[config.mk]
export PLATFORM = sky130hd
export DESIGN_NAME = if_id_stage
export DESIGN_NICKNAME = d
export VERILOG_FILES = /design/src/rtl/if_id_stage.sv
export SDC_FILE = /design/constraint.sdc
export NUM_CORES = 1
export LEC_CHECK = 0
export BUFFER_PORTS_ARGS = -buffer_cell sky130_fd_sc_hd__buf_2
export CAP_MARGIN = 5
export CORE_ASPECT_RATIO = 2
export CORE_MARGIN = 3
export CORE_UTILIZATION = 38
export CTS_BUF_LIST = sky130_fd_sc_hd__clkbuf_16
export DETAILED_ROUTE_END_ITERATION = 6
export GPL_TIMING_DRIVEN = 1
export PLACE_DENSITY = 0.77
export SLEW_MARGIN = 0
export SYNTH_ARGS = -nofsm -noshare
export SYNTH_HDL_FRONTEND = slang
export SYNTH_SLANG_ARGS = --single-unit
[constraint.sdc]
create_clock -name clk -period 1.4 [get_ports clk]
set_input_delay 0.07 -clock clk [delete_from_list [all_inputs] [get_ports clk]]
set_output_delay 0.07 -clock clk [all_outputs]
set_load 0.01 [all_outputs]
[src/rtl/if_id_stage.sv]
// IF/ID pipeline boundary: registered PC/instruction with valid/ready handshake, flush and
// immediate-field slicing. Define IFID_SKID_EN to add the one-entry skid buffer.
module if_id_stage #(
  parameter logic [31:0] NOP_INSTR = 32'h0000_0013,
  parameter logic [31:0] RESET_PC  = 32'h0000_0000
) (
  input  logic        clk,
  input  logic        rst,
  input  logic        if_valid,
  input  logic [31:0] if_pc,
  input  logic [31:0] if_instr,
  output logic        if_ready,
  input  logic        flush,
  input  logic        id_ready,
  output logic        id_valid,
  output logic [31:0] id_pc,
  output logic [31:0] id_pc4,
  output logic [31:0] id_instr,
  output logic [11:0] id_iimm,
  output logic [4:0]  id_shamt,
  output logic [11:0] id_simm,
  output logic [11:0] id_bimm,
  output logic [19:0] id_uimm,
  output logic [19:0] id_jimm
);

  logic        main_valid_q, main_valid_d;
  logic [31:0] main_pc_q, main_pc_d;
  logic [31:0] main_instr_q, main_instr_d;
  logic        accept;
  logic        consume;

`ifdef IFID_SKID_EN
  logic        skid_valid_q, skid_valid_d;
  logic [31:0] skid_pc_q, skid_pc_d;
  logic [31:0] skid_instr_q, skid_instr_d;

  // Ready depends on registered state only, so id_ready never reaches fetch combinationally.
  assign if_ready = !skid_valid_q;
`else
  assign if_ready = !main_valid_q | id_ready;
`endif

  assign consume = main_valid_q & id_ready;
  assign accept  = if_valid & if_ready;

  always_comb begin
    main_valid_d = main_valid_q;
    main_pc_d    = main_pc_q;
    main_instr_d = main_instr_q;
`ifdef IFID_SKID_EN
    skid_valid_d = skid_valid_q;
    skid_pc_d    = skid_pc_q;
    skid_instr_d = skid_instr_q;
`endif
    if (flush) begin
      main_valid_d = 1'b0;
      main_pc_d    = RESET_PC;
      main_instr_d = NOP_INSTR;
`ifdef IFID_SKID_EN
      skid_valid_d = 1'b0;
`endif
    end
`ifdef IFID_SKID_EN
    else if (skid_valid_q && consume) begin
      main_pc_d    = skid_pc_q;
      main_instr_d = skid_instr_q;
      skid_valid_d = 1'b0;
    end
`endif
    else if (accept && (!main_valid_q || consume)) begin
      main_valid_d = 1'b1;
      main_pc_d    = if_pc;
      main_instr_d = if_instr;
    end else if (consume) begin
      main_valid_d = 1'b0;
    end
`ifdef IFID_SKID_EN
    else if (accept) begin
      skid_valid_d = 1'b1;
      skid_pc_d    = if_pc;
      skid_instr_d = if_instr;
    end
`endif
  end

  always_ff @(posedge clk) begin
    if (rst) begin
      main_valid_q <= 1'b0;
      main_pc_q    <= RESET_PC;
      main_instr_q <= NOP_INSTR;
    end else begin
      main_valid_q <= main_valid_d;
      main_pc_q    <= main_pc_d;
      main_instr_q <= main_instr_d;
    end
  end

`ifdef IFID_SKID_EN
  always_ff @(posedge clk) begin
    if (rst) skid_valid_q <= 1'b0;
    else     skid_valid_q <= skid_valid_d;
    skid_pc_q    <= skid_pc_d;
    skid_instr_q <= skid_instr_d;
  end
`endif

  // Decode-side view: an empty stage presents a NOP so the fields are always well defined.
  assign id_valid = main_valid_q;
  assign id_pc    = main_pc_q;
  assign id_pc4   = main_pc_q + 32'd4;
  assign id_instr = main_valid_q ? main_instr_q : NOP_INSTR;
  assign id_iimm  = id_instr[31:20];
  assign id_shamt = id_instr[24:20];
  assign id_simm  = {id_instr[31:25], id_instr[11:7]};
  assign id_bimm  = {id_instr[31], id_instr[7], id_instr[30:25], id_instr[11:8]};
  assign id_uimm  = id_instr[31:12];
  assign id_jimm  = {id_instr[31], id_instr[19:12], id_instr[20], id_instr[30:21]};

endmodule

==> results of run 1 <==
kinds of logic after synthesis:
| group | after synthesis | synth area share, % |
|---|---|---|
| DFF | 65 | 35.28 |
| and+or+nand+nor | 214 | 29.00 |
| buffers and inverters | 114 | 20.32 |
| adders and majority gates | 1 | 0.3392 |
| AOI/OAI and AO/OA | 62 | 8.413 |
| xor gates and xnor gates | 28 | 6.648 |
power by group through the flow:
stage	Combinational (uW)	Sequential (uW)	Clock [uW]
global route	783	1960	2190
CTS	700	1950	2100
floorplan	260	2010	0
detailed placement	549	1990	0
finish	721	1950	2060
global placement	540	1980	0
what timing repair did:
item	in CTS	in global routing
pin swaps	22	17
gates resized for setup	33	29
hold buffers	65	0
cloned	1	0
buffers inserted	9	15
endpoints found under the hold margin	63	0
setup endpoints to repair	102	101
path summary, 6_finish.rpt:
check	slack, ns	end	cells after the start	from
hold reg to reg	0.45	main_instr_q[10]	2	main_instr_q[10]
setup reg to reg	0.14	id_pc[29]	5	id_valid
setup / recovery	-0.56	id_pc4[23]	6	id_pc[2]
hold / removal	0.01	id_pc[3]	3	if_pc[3]
per-stage QoR:
stage          hold WS [ns]  util (%)
2_1_floorplan        0.1889         -
3_3_place_gp         0.2843     50.25
3_5_place_dp         0.2882     50.25
4_1_cts            0.002999     62.57
5_1_grt            0.005479     64.92
6_report            0.01412     64.92
cells in the mapped netlist:
cell type	count
and4_2	1
nor4_4	2
xnor2_1	12
buf_6	1
ha_1	1
nor3_1	6
buf_1	5
nand3_1	11
nand4_4	3
and4_1	5
clkbuf_1	17
buf_4	83
nand2b_1	5
buf_2	2
or2_2	1
nor3_2	1
xor2_1	16
nor2_1	5
dfxtp_1	65
nand2_1	137
inv_1	6
nand4_1	2
nor4_2	2
a21oi_1	62
and2_1	30
and3_1	3
per-layer routing:
metal | track usage, % | part of all wire, %
met5 | 0 | 0
met4 | 11.91 | 3.9
met3 | 5.118 | 6.5
met2 | 42.24 | 55
met1 | 23.13 | 34
final cells by class:
type | instances | share of cell area, %
Clock inverter | 6 | 0.4108
Sequential cell | 65 | 21.93
Clock buffer | 10 | 4.108
Multi-Input combinational cell | 306 | 31.03
Inverter | 6 | 0.3697
Timing Repair Buffer | 370 | 40.01
Tap cell | 104 | 2.136
registers in the layout, summed over array words and instances, names as in the netlist:
signal and flops:
main_instr_q 32, id_pc 32, id_valid 1
critical path, cell delays in order, from the launching register on:
cell and delay [ns]:
dfxtp_4 0.36, and4_4 0.26, nand4_4 0.19, buf_4 0.22, nor3_4 0.21, xnor2_1 0.15, buf_2 0.16
==> metrics.cfg, run 1 <==
[flow_run]
max_cap_viol_count=0

[clock_network]
clock_path_buffers=2
cts_tree=yes
cts_root_buffer=clkbuf_16
clock-sinks=65
cts.clk_slew.worst_paths_ns=0.06
insertion_delay_ns=0.33
numCtsBuffers=9
h-tree-depth=3

[sta]
period_minus_slack_ns=1.955
finalSetupViolCount=27
fin_crit_sh_pct=139.7
rsz0062_at_grt=true
final.setup_skew_ns=0.008180
slew_headroom_pct=71.00
fin_ws_ns=-0.5554
fmax_mhz=511.4
tightest_slew_ns=0.4350
finalHoldViolations=0
finalSetupTns_ns=-9.630
final_max_slew_viol_count=0

[die]
die_x_um=75.67
initial_utilization_pct=39.31
rows=50
die_area_um2=11000
chipHeight_um=145.3
core-area_um2=9384
io_pins=248

[final_layout]
nets=828
fin_cells=867
register_area_um2=1336
syn2layout_area_growth_pct=65.16
drive_above_1_share_pct=50.72
multi_input_area_um2=1891
layout_commonest_cell=buf_2
fin_area_um2=6092
antenna_cells=0
fillCellCount=759
final_cell_mix=247 x buf_2, 134 x nand2_1, 65 x dlygate4sd3_1

[grt]
grt_util_all_layers_pct=23.22
grt_overflow=0
first_global_vias=4061
antenna_found_initial=0
grt_pass1_wl_um=19710
grt_max_degree=47

[status]
violations=negative setup slack
status=finished with violations

[drt]
wirelength_um=13480
postRouteAntennaNets=0
dr.pass1.iters=4
drt_iter0_drc=243
wl_per_cell_um=15.55
drc=0
via_count=4247
vias_per_cell=4.899

[pwr]
power_frac_comb_pct=15.3
p_switching_uw=1179
clockPowerShare_pct=43.5
ir_drop_mv=0.6496
power_uw=4728
power_leakage_uw=0.003370
switching_share_pct=24.94
p_per_area_nw_per_um2=776.1
p_int_uw=3549
pwr-share-seq_pct=41.3

[place]
place.port_buffers=247
dp.cells=764
place_congestion=0.8308
place_area_um2=4716
place_worst_setup_slack_ns=-0.2638
hpwl_um=8476

[setup_path]
critical_path_class=flop to primary output
crit_arrival_ns=1.89
startpoint_type=flop
worst_ep_required_time_ns=1.33
endpoint_kind=primary output
critical_path.max_fanout=5

[logic_synthesis]
post_synth.cell_area_avg_um2=7.621
synth.cell_area_um2=3689
syn_inst=484
ys_seq_elements=65
synth_top_area_share_pct=35.28
syn-num-nets=554
netlist_top_cells_area=dfxtp_1 35%, buf_4 17%, nand2_1 14%, a21oi_1 8.4%, and2_1 5.1%
yosys.area.top_type=dfxtp_1
yosysSeqAreaShare_pct=35.28
yosysWarnings=0
yosysUniqueCellTypes=26

[min_path]
min_path_type=input port to flop

Power figures use the tool's default switching activity.
==> run 2, diff against run 1 <==
--- a/config.mk
+++ b/config.mk
@@ -7,13 +7,12 @@
 export LEC_CHECK = 0
 export BUFFER_PORTS_ARGS = -buffer_cell sky130_fd_sc_hd__buf_2
 export CAP_MARGIN = 5
-export CORE_ASPECT_RATIO = 2
 export CORE_MARGIN = 3
-export CORE_UTILIZATION = 38
+export CORE_UTILIZATION = 46
 export CTS_BUF_LIST = sky130_fd_sc_hd__clkbuf_16
 export DETAILED_ROUTE_END_ITERATION = 6
 export GPL_TIMING_DRIVEN = 1
-export PLACE_DENSITY = 0.77
+export PLACE_DENSITY = 0.87
 export SLEW_MARGIN = 0
 export SYNTH_ARGS = -nofsm -noshare
 export SYNTH_HDL_FRONTEND = slang
==> constraint.sdc (replaced) <==
create_clock -name clk -period 2.4 [get_ports clk]
set_input_delay 0.12 -clock clk [delete_from_list [all_inputs] [get_ports clk]]
set_output_delay 0.12 -clock clk [all_outputs]
set_load 0.01 [all_outputs]
==> run 2 against run 1 <==
The run now ends clean. Via count fell by 16%. Clock power is 47% lower. Global-route usage is 3.2 points lower. First-iteration DRC count is 60% lower. Critical endpoint is now id_pc4[31]. Largest power group is now sequential cells.
==> metrics.cfg, run 2 (synthesis results as in run 1) <==
[setup_path]
rr_worst_depth=5
worst_ep_required_time_ns=2.28
crit_arrival_ns=2.10
critical_path.max_fanout=9
critPathSlowestCell=dfxtp_1
critical_path_class=flop to primary output
endpoint_kind=primary output
path_cells=and4_1, nand4_4, nor4_4, xor2_1, buf_2
slowest_delay_ns=0.43
startpoint_type=flop

[final_layout]
nets=707
drive_above_1_share_pct=42.83
fin_cells=744
final_util_pct=59.65
layout_commonest_cell=buf_2
fillCellCount=710
antenna_cells=0
final_cell_mix=247 x buf_2, 136 x nand2_1, 65 x dfxtp_1
syn2layout_area_growth_pct=25.61

[clock_network]
cts_tree=yes
insertion_delay_ns=0.32
h-tree-depth=3
hold_buffers=0
cts_resized=0
postCtsSetupRepairBufs=0
numCtsBuffers=9
clock_path_buffers=2
cts.clk_slew.worst_paths_ns=0.05
cts_root_buffer=clkbuf_16
clock-sinks=65

[flow_run]
max_cap_viol_count=0

[grt]
first_global_vias=3106
antenna_found_initial=0
grt_util_all_layers_pct=20.06
use_met2_pct=37.00
grt_pass1_wl_um=14560
met3_usage_pct=4.104
grt_overflow=0
grt_max_degree=63
top_usage_layer=met2
grtUsageMet1_pct=22.90

[drt]
drt_iter0_drc=96
vias_per_cell=4.794
postRouteAntennaNets=0
wirelength_um=9751
wl_per_cell_um=13.11
via_count=3567
dr.pass1.iters=4
drc=0

[die]
rows=32
initial_utilization_pct=47.49
chipHeight_um=95.55
core-area_um2=7767
io_pins=248
die_x_um=95.55
die_area_um2=9129

[pwr]
p_int_uw=1913
p_switching_uw=615.3
ir_drop_mv=0.3788
power_frac_comb_pct=10.9
p_per_area_nw_per_um2=545.6
clockPowerShare_pct=43.6
switching_share_pct=24.34
pwr-share-seq_pct=45.5
power_uw=2528
power_leakage_uw=0.002595

[min_path]
whs_path_depth=3
min_path_type=input port to flop

[place]
place_congestion=0.7904
hpwl_um=7513
place.port_buffers=247
dp.cells=728

[sta]
slew_headroom_pct=24.52
rsz0062_at_grt=false
period_minus_slack_ns=2.224
finalSetupTns_ns=0
fin_crit_sh_pct=92.67
finalHoldViolations=0
final.setup_skew_ns=0.01128
finalSetupViolCount=0
final_max_slew_viol_count=0
fmax_mhz=449.6
tightest_slew_ns=1.132

[status]
status=finished clean

## run 2: final cells by class
cell class / instances / area [um2] / share of cell area (%)
repair buffers: 250 / 1284 / 27.71
inverters: 6 / 22.52 / 0.4861
clock buffers: 9 / 225.2 / 4.861
multi-input cells: 305 / 1642 / 35.43
clock inverters: 7 / 31.28 / 0.6751
flip-flops and latches: 65 / 1301 / 28.09
well taps: 102 / 127.6 / 2.755
## run 2: power by group through the flow
stage	sequential [uW]	clock (uW)	combinational, uW
finish	1150	1100	277
detailed placement	1170	0	279
global route	1150	1190	310
CTS	1150	1140	280
floorplan	1170	0	151
global placement	1170	0	274
## run 2: final timing paths
path | from | to | slack [ns]
setup / recovery | id_pc[6] | id_pc4[31] | 0.18
setup reg to reg | id_valid | id_pc[10] | 0.85
hold / removal | if_instr[1] | main_instr_q[1] | 0.02
hold reg to reg | main_instr_q[27] | main_instr_q[27] | 0.45
## run 2: routing by layer
metal | up-vias | part of all wire, %
li1 | 1777 | -
met1 | 1641 | 37
met2 | 144 | 55
met3 | 5 | 7.2
met4 | 0 | 0.67
met5 | - | 0
## run 2: per-stage QoR
step | worst slack, ns | area, um2 | hold WS, ns
2_1_floorplan | 0.7123 | 3689 | 0.2389
6_report | 0.1760 | 4633 | 0.02172
4_1_cts | 0.1650 | 4633 | 0.01411
3_5_place_dp | 0.5327 | 4377 | 0.3432
3_3_place_gp | 0.6122 | 4377 | 0.3411
5_1_grt | 0.03672 | 4633 | 0.02644
## run 2: critical path, delay by kind of cell (launching register included)
family	cells	cell delay, ns
simple gates	3	1.04
buf+inv	1	0.15
flops	1	0.43
xor+xnor	1	0.17
